**config.mk**
```make
export PLATFORM = sky130hd
export DESIGN_NAME = program_loader_flat
export DESIGN_NICKNAME = d
export VERILOG_FILES = /design/src/rtl/program_loader_if.sv /design/src/rtl/program_loader.sv /design/src/flat_wrapper.sv
export SDC_FILE = /design/constraint.sdc
export NUM_CORES = 1
export LEC_CHECK = 0
export CAP_MARGIN = 20
export CORE_ASPECT_RATIO = 1.5
export CORE_MARGIN = 1
export CORE_UTILIZATION = 45
export DETAILED_ROUTE_END_ITERATION = 8
export PLACE_DENSITY = 0.82
export SYNTH_ARGS = -nofsm -noshare
export SYNTH_HDL_FRONTEND = slang
export SYNTH_SLANG_ARGS = --single-unit
```
**constraint.sdc**
```tcl
create_clock -name clk -period 3.9 [get_ports clk]
set_input_delay 0.78 -clock clk [delete_from_list [all_inputs] [get_ports clk]]
set_output_delay 0.78 -clock clk [all_outputs]
set_load 0.02 [all_outputs]
```
**src/rtl/program_loader_if.sv**
```systemverilog
// Byte-stream and program-memory write signals shared by program_loader and its host.
// The loader's behaviour can be configured with the PROGRAM_LOADER_CHECKSUM_EN macro.
interface program_loader_if;
   logic        start_i;
   logic        byte_valid_i;
   logic [7:0]  byte_data_i;
   logic        byte_ready_o;
   logic        mem_write_o;
   logic [31:0] mem_address_o;
   logic [31:0] mem_data_o;
   logic        cpu_reset_o;
   logic        busy_o;
   logic        done_o;
   logic        error_o;

   modport master (
      output start_i, byte_valid_i, byte_data_i,
      input  byte_ready_o, mem_write_o, mem_address_o, mem_data_o,
             cpu_reset_o, busy_o, done_o, error_o
   );

   modport slave (
      input  start_i, byte_valid_i, byte_data_i,
      output byte_ready_o, mem_write_o, mem_address_o, mem_data_o,
             cpu_reset_o, busy_o, done_o, error_o
   );
endinterface

```
**src/rtl/program_loader.sv**
```systemverilog
// Serial program loader: assembles big-endian words from a byte stream into program memory.
// Define PROGRAM_LOADER_CHECKSUM_EN to require a trailing mod-256 checksum byte.
module program_loader #(
   parameter int unsigned MEMORY_DEPTH = 32,
   parameter logic [31:0] BASE_ADDRESS = 32'h0040_0000
) (
   input  logic            clk,
   input  logic            reset,
   program_loader_if.slave bus
);

   localparam int unsigned IDX_W  = 8;
   localparam int unsigned WORD_W = 32;

   typedef enum logic [2:0] {
      IDLE,
      HEADER,
      COLLECT,
      WRITE,
`ifdef PROGRAM_LOADER_CHECKSUM_EN
      CHECK,
`endif
      DONE,
      ERROR
   } state_t;

   state_t              state;
   state_t              state_nxt;
   logic [IDX_W-1:0]    count;
   logic [IDX_W-1:0]    index;
   logic [1:0]          byte_cnt;
   logic [WORD_W-1:0]   word;
`ifdef PROGRAM_LOADER_CHECKSUM_EN
   logic [7:0]          sum;
`endif

   logic                byte_ready;
   logic                mem_write;
   logic [WORD_W-1:0]   mem_address;
   logic [WORD_W-1:0]   mem_data;
   logic                cpu_reset;
   logic                busy;
   logic                done;
   logic                error;
   logic                take_c;

   assign take_c = bus.byte_valid_i && byte_ready;

   // Next-state decode
   always_comb begin
      state_nxt = state;
      unique case (state)
         IDLE, DONE, ERROR: begin
            if (bus.start_i) state_nxt = HEADER;
         end
         HEADER: begin
            if (take_c) begin
               if ((bus.byte_data_i == 8'd0) || (WORD_W'(bus.byte_data_i) > MEMORY_DEPTH))
                  state_nxt = ERROR;
               else
                  state_nxt = COLLECT;
            end
         end
         COLLECT: begin
            if (take_c && (byte_cnt == 2'd3)) state_nxt = WRITE;
         end
         WRITE: begin
            if ((index + IDX_W'(1)) == count)
`ifdef PROGRAM_LOADER_CHECKSUM_EN
               state_nxt = CHECK;
`else
               state_nxt = DONE;
`endif
            else
               state_nxt = COLLECT;
         end
`ifdef PROGRAM_LOADER_CHECKSUM_EN
         CHECK: begin
            if (take_c) state_nxt = (bus.byte_data_i == sum) ? DONE : ERROR;
         end
`endif
         default: state_nxt = IDLE;
      endcase
   end

   // State, flag and datapath registers; flags are decoded from the next state
   always_ff @(posedge clk) begin
      if (reset) begin
         state       <= IDLE;
         byte_ready  <= 1'b0;
         mem_write   <= 1'b0;
         mem_address <= BASE_ADDRESS;
         mem_data    <= '0;
         cpu_reset   <= 1'b1;
         busy        <= 1'b0;
         done        <= 1'b0;
         error       <= 1'b0;
         count       <= '0;
         index       <= '0;
         byte_cnt    <= '0;
         word        <= '0;
`ifdef PROGRAM_LOADER_CHECKSUM_EN
         sum         <= '0;
`endif
      end else begin
         state      <= state_nxt;
         byte_ready <= (state_nxt == HEADER) || (state_nxt == COLLECT)
`ifdef PROGRAM_LOADER_CHECKSUM_EN
                       || (state_nxt == CHECK)
`endif
                       ;
         mem_write  <= (state_nxt == WRITE);
         cpu_reset  <= (state_nxt != DONE);
         done       <= (state_nxt == DONE);
         error      <= (state_nxt == ERROR);
         busy       <= (state_nxt == HEADER) || (state_nxt == COLLECT) || (state_nxt == WRITE)
`ifdef PROGRAM_LOADER_CHECKSUM_EN
                       || (state_nxt == CHECK)
`endif
                       ;

         unique case (state)
            HEADER: begin
               if (take_c) begin
                  count    <= bus.byte_data_i;
                  index    <= '0;
                  byte_cnt <= '0;
`ifdef PROGRAM_LOADER_CHECKSUM_EN
                  sum      <= '0;
`endif
               end
            end
            COLLECT: begin
               if (take_c) begin
                  word     <= {word[23:0], bus.byte_data_i};
                  byte_cnt <= byte_cnt + 2'd1;
`ifdef PROGRAM_LOADER_CHECKSUM_EN
                  sum      <= sum + bus.byte_data_i;
`endif
                  if (byte_cnt == 2'd3) begin
                     mem_data    <= {word[23:0], bus.byte_data_i};
                     mem_address <= BASE_ADDRESS + (WORD_W'(index) << 2);
                  end
               end
            end
            WRITE: index <= index + IDX_W'(1);
            default: ;
         endcase
      end
   end

   assign bus.byte_ready_o  = byte_ready;
   assign bus.mem_write_o   = mem_write;
   assign bus.mem_address_o = mem_address;
   assign bus.mem_data_o    = mem_data;
   assign bus.cpu_reset_o   = cpu_reset;
   assign bus.busy_o        = busy;
   assign bus.done_o        = done;
   assign bus.error_o       = error;

endmodule

```
**src/flat_wrapper.sv**
```systemverilog
// flat-port wrapper written by rule: the top's interface ports become plain ports
module program_loader_flat 
#(
   parameter int unsigned MEMORY_DEPTH = 32,
   parameter logic [31:0] BASE_ADDRESS = 32'h0040_0000
)
  (clk, reset, bus_start_i, bus_byte_valid_i, bus_byte_data_i, bus_byte_ready_o, bus_mem_write_o, bus_mem_address_o, bus_mem_data_o, bus_cpu_reset_o, bus_busy_o, bus_done_o, bus_error_o);
  program_loader_if bus_i ();
  input  logic clk;
  input  logic reset;
  input wire logic [$bits(bus_i.start_i)-1:0] bus_start_i;
  input wire logic [$bits(bus_i.byte_valid_i)-1:0] bus_byte_valid_i;
  input wire logic [$bits(bus_i.byte_data_i)-1:0] bus_byte_data_i;
  output wire logic [$bits(bus_i.byte_ready_o)-1:0] bus_byte_ready_o;
  output wire logic [$bits(bus_i.mem_write_o)-1:0] bus_mem_write_o;
  output wire logic [$bits(bus_i.mem_address_o)-1:0] bus_mem_address_o;
  output wire logic [$bits(bus_i.mem_data_o)-1:0] bus_mem_data_o;
  output wire logic [$bits(bus_i.cpu_reset_o)-1:0] bus_cpu_reset_o;
  output wire logic [$bits(bus_i.busy_o)-1:0] bus_busy_o;
  output wire logic [$bits(bus_i.done_o)-1:0] bus_done_o;
  output wire logic [$bits(bus_i.error_o)-1:0] bus_error_o;
  assign bus_i.start_i = bus_start_i;
  assign bus_i.byte_valid_i = bus_byte_valid_i;
  assign bus_i.byte_data_i = bus_byte_data_i;
  assign bus_byte_ready_o = bus_i.byte_ready_o;
  assign bus_mem_write_o = bus_i.mem_write_o;
  assign bus_mem_address_o = bus_i.mem_address_o;
  assign bus_mem_data_o = bus_i.mem_data_o;
  assign bus_cpu_reset_o = bus_i.cpu_reset_o;
  assign bus_busy_o = bus_i.busy_o;
  assign bus_done_o = bus_i.done_o;
  assign bus_error_o = bus_i.error_o;
  program_loader #(.MEMORY_DEPTH(MEMORY_DEPTH), .BASE_ADDRESS(BASE_ADDRESS)) u_core (.clk(clk), .reset(reset), .bus(bus_i));
endmodule
```
==> results.yml <==
global_routing:
  grt_antenna_before_repair: 0
  top_usage_layer: "met2"
  use_met2_pct: 36.9
  grt_pass1_vias: 2984
  grt_max_degree: 48
  grt-ovfl-total: 0
  grtUsageTotal_pct: 20.4
  use_met3_pct: 3.44
  grt_pass1_wl_um: 14100
  grt_util_met1_pct: 23.3
floorplanning:
  ios: 82
  die_area_um2: 8680
  core_um2: 8010
  die_y_um: 114
  std_cell_rows: 40
  initial_core_util_pct: 46.7
  die_x_um: 76.4
logic_synthesis:
  synth-seq-cells: 91
  synth.avg_cell_area_um2: 7.87
  yosysTopAreaCell: "dfxtp_1"
  ys_top_cells_by_area: "dfxtp_1, nand2_1, a21oi_1"
  yosys.area_share.simple_pct: 23.3
  ys_seq_area_share_pct: 48.7
  ys_async_sr_fraction_pct: 0
  synth_adder_area_share_pct: 0.669
  syn_area_um2: 3740
  synth_compound_area_share_pct: 14.9
  synth_top_cell_area_share_pct: 48.7
  ys_warn_count: 0
  yosysUniqueCellTypes: 44
  synth_xor_area_share_pct: 1.64
  postSynthCellCount: 475
  muxShareOfSynthArea_pct: 1.87
  synth_top_family_by_area: "simple AND/OR/NAND/NOR gates"
  synth-main-ff-cell: "dfxtp_1"
  synth_edf_count: 0
route:
  via_count: 3254
  viasPerCell: 5.21
  drc: 0
  wire_per_inst_um: 13.7
  drtPass1Iterations: 4
  drt_iter0_markers: 198
  antenna_left: 0
  wl_um: 8540
run_status:
  status: "complete, no violations"
placement:
  dp_cells: 609
  gp_congestion: 0.806
  dp_hpwl_um: 5810
  portBuffers: 57
clock_network:
  cts_buffers: 9
  postCtsSetupBuffers: 0
  tritoncts: "yes"
  clock_path_buffers: 2
  cts-root-buf: "clkbuf_16"
  cts_hold_buf: 0
  htree_levels: 3
  cts_sinks: 91
  cts.repair.resized: 0
  clk_latency_ns: 0.34
  path_clk_slew_ns: 0.06
power:
  seqPwrFrac_pct: 49.6
  switching_share_pct: 21.5
  clkPwrFrac_pct: 46.1
  cellLeakagePower_nw: 1.56
  combPwrFrac_pct: 4.3
  switchingPower_uw: 408
  p_int_mw: 1.49
  peakVddDrop_mv: 0.247
  power.density_nw_per_um2: 415
sta:
  drv_slew: 0
  rsz0062_at_grt: "no"
  hold_violations: 0
  fin_crit_sh_pct: 70.6
  fin_crit_ns: 2.75
  worst_pin_slew_ns: 0.788
  fin_skew_ns: 0.00462
  finalSetupViolCount: 0
  timing.fmax_ghz: 0.363
  finalSetupTns_ns: 0
  relSlewSlack_pct: 47.4
final_layout:
  multi_input_area_um2: 1680
  final_common_cell: "nand2_1"
  mostFrequentLayoutCells: "nand2_1, dfxtp_1, a21oi_1"
  drive_above_1_share_pct: 5.20
  post-route-util_pct: 57.1
  fin_nets: 529
  register_area_um2: 1820
  stdcell_count: 624
  fillers: 732
  diodes: 0
  syn2layout_area_growth_pct: 22.3
worst_setup_path:
  end_kind: "flip-flop"
  critPathRequiredTime_ns: 4.17
  rr_worst_depth: 7
  crit_path_max_fanout: 4
  crit_type: "in -> reg"
  timing.rr.end: "u_core.bus.busy_o"
  r2r_slack_ns: 1.61
  endpoint: "u_core.bus.byte_ready_o"
  cp_data_arrival_time_ns: 3.02
  r2r-start: "u_core.index[0]"
  crit_start: "bus_byte_data_i[2]"
  startpoint_type: "input pin"
min_path:
  hold_path_class: "reg -> reg"
run:
  drv_cap: 0
## worst min path at each step
stage	to	cells past startpoint	slack, ns	startpoint
2_1_floorplan	u_core.bus.mem_data_o[24]	2	0.43	u_core.word[16]
3_3_place_gp	u_core.word[22]	2	0.44	u_core.word[22]
3_5_place_dp	u_core.bus.mem_address_o[7]	2	0.45	u_core.bus.mem_address_o[7]
4_1_cts	u_core.bus.mem_address_o[7]	2	0.46	u_core.bus.mem_address_o[7]
5_1_grt	u_core.bus.mem_address_o[7]	2	0.47	u_core.bus.mem_address_o[7]
6_report	u_core.bus.mem_address_o[7]	2	0.45	u_core.bus.mem_address_o[7]
## state kept, by name (all words and copies together) (netlist names)
signal,count
u_core.bus.cpu_reset_o,1
u_core.bus.busy_o,1
u_core.word,24
u_core.byte_cnt,2
u_core.index,8
u_core.bus.mem_data_o,32
u_core.bus.done_o,1
u_core.count,8
u_core.bus.mem_address_o,8
u_core.state,3
u_core.bus.mem_write_o,1
u_core.bus.error_o,1
u_core.bus.byte_ready_o,1
## metal layers
| metal | wire length, µm | vias up |
|---|---|---|
| li1 | - | 1602 |
| met1 | 3540 | 1543 |
| met2 | 4500 | 93 |
| met3 | 293 | 16 |
| met4 | 216 | 0 |
| met5 | 0 | - |
## synthesized netlist by cell type (2+ instances only)
cell type    n
nand2_1    138
dfxtp_1     91
a21oi_1     76
nor2_1      31
clkbuf_1    29
buf_4       24
o21ai_0      8
mux2i_1      7
nand3_1      7
inv_1        5
or3_1        5
xnor2_1      5
and2_1       4
buf_2        4
nor3_1       4
or4_1        3
a211oi_1     2
and3_1       2
conb_1       2
ha_1         2
o211ai_1     2
xor2_1       2
## cell families (layout without fill, tap and decap cells)
family,Yosys count,count (layout)
buf+inv,62,84
fa+ha+maj,2,2
compound gates,100,100
other cells,2,24
flops,91,91
xor+xnor,7,7
simple gates,204,204
mux,7,7
## area by class of cell
cell class | instances | area share [%]
clock buffer | 12 | 5.61
clock inverter | 3 | 1.01
timing repair buffer | 64 | 13.5
inverter | 5 | 0.410
sequential | 91 | 39.8
tap | 105 | 2.87
multi-input combinational | 344 | 36.7
## metrics by stage
| step | area [µm²] | hold WS (ns) | total power [mW] | setup WS [ns] |
|---|---|---|---|---|
| after floorplan | 3820 | 0.432 | 1.03 | 1.44 |
| after global placement | 4270 | 0.444 | 1.04 | 0.903 |
| after detailed placement | 4270 | 0.448 | 1.04 | 0.813 |
| after CTS | 4570 | 0.457 | 1.91 | 1.15 |
| after global routing | 4570 | 0.473 | 1.97 | 1.11 |
| final | 4570 | 0.452 | 1.90 | 1.15 |
## power by group through the flow
| stage | Sequential, mW | Combinational [mW] | Clock [mW] |
|---|---|---|---|
| final | 0.940 | 0.0818 | 0.874 |
| after global routing | 0.940 | 0.0876 | 0.938 |
| after CTS | 0.940 | 0.0810 | 0.888 |
| after detailed placement | 0.960 | 0.0804 | 0 |
| after global placement | 0.960 | 0.0787 | 0 |
| after floorplan | 0.961 | 0.0706 | 0 |
## worst max-delay path: stages
cell             delay (ns)
clkdlybuf4s50_1        0.49
or4_1                  0.54
o21ai_1                0.13
nand4b_1               0.16
a22o_1                 0.32
or4_1                  0.47
a21oi_1                0.13
No activity file was read; power rests on OpenSTA's default activity.
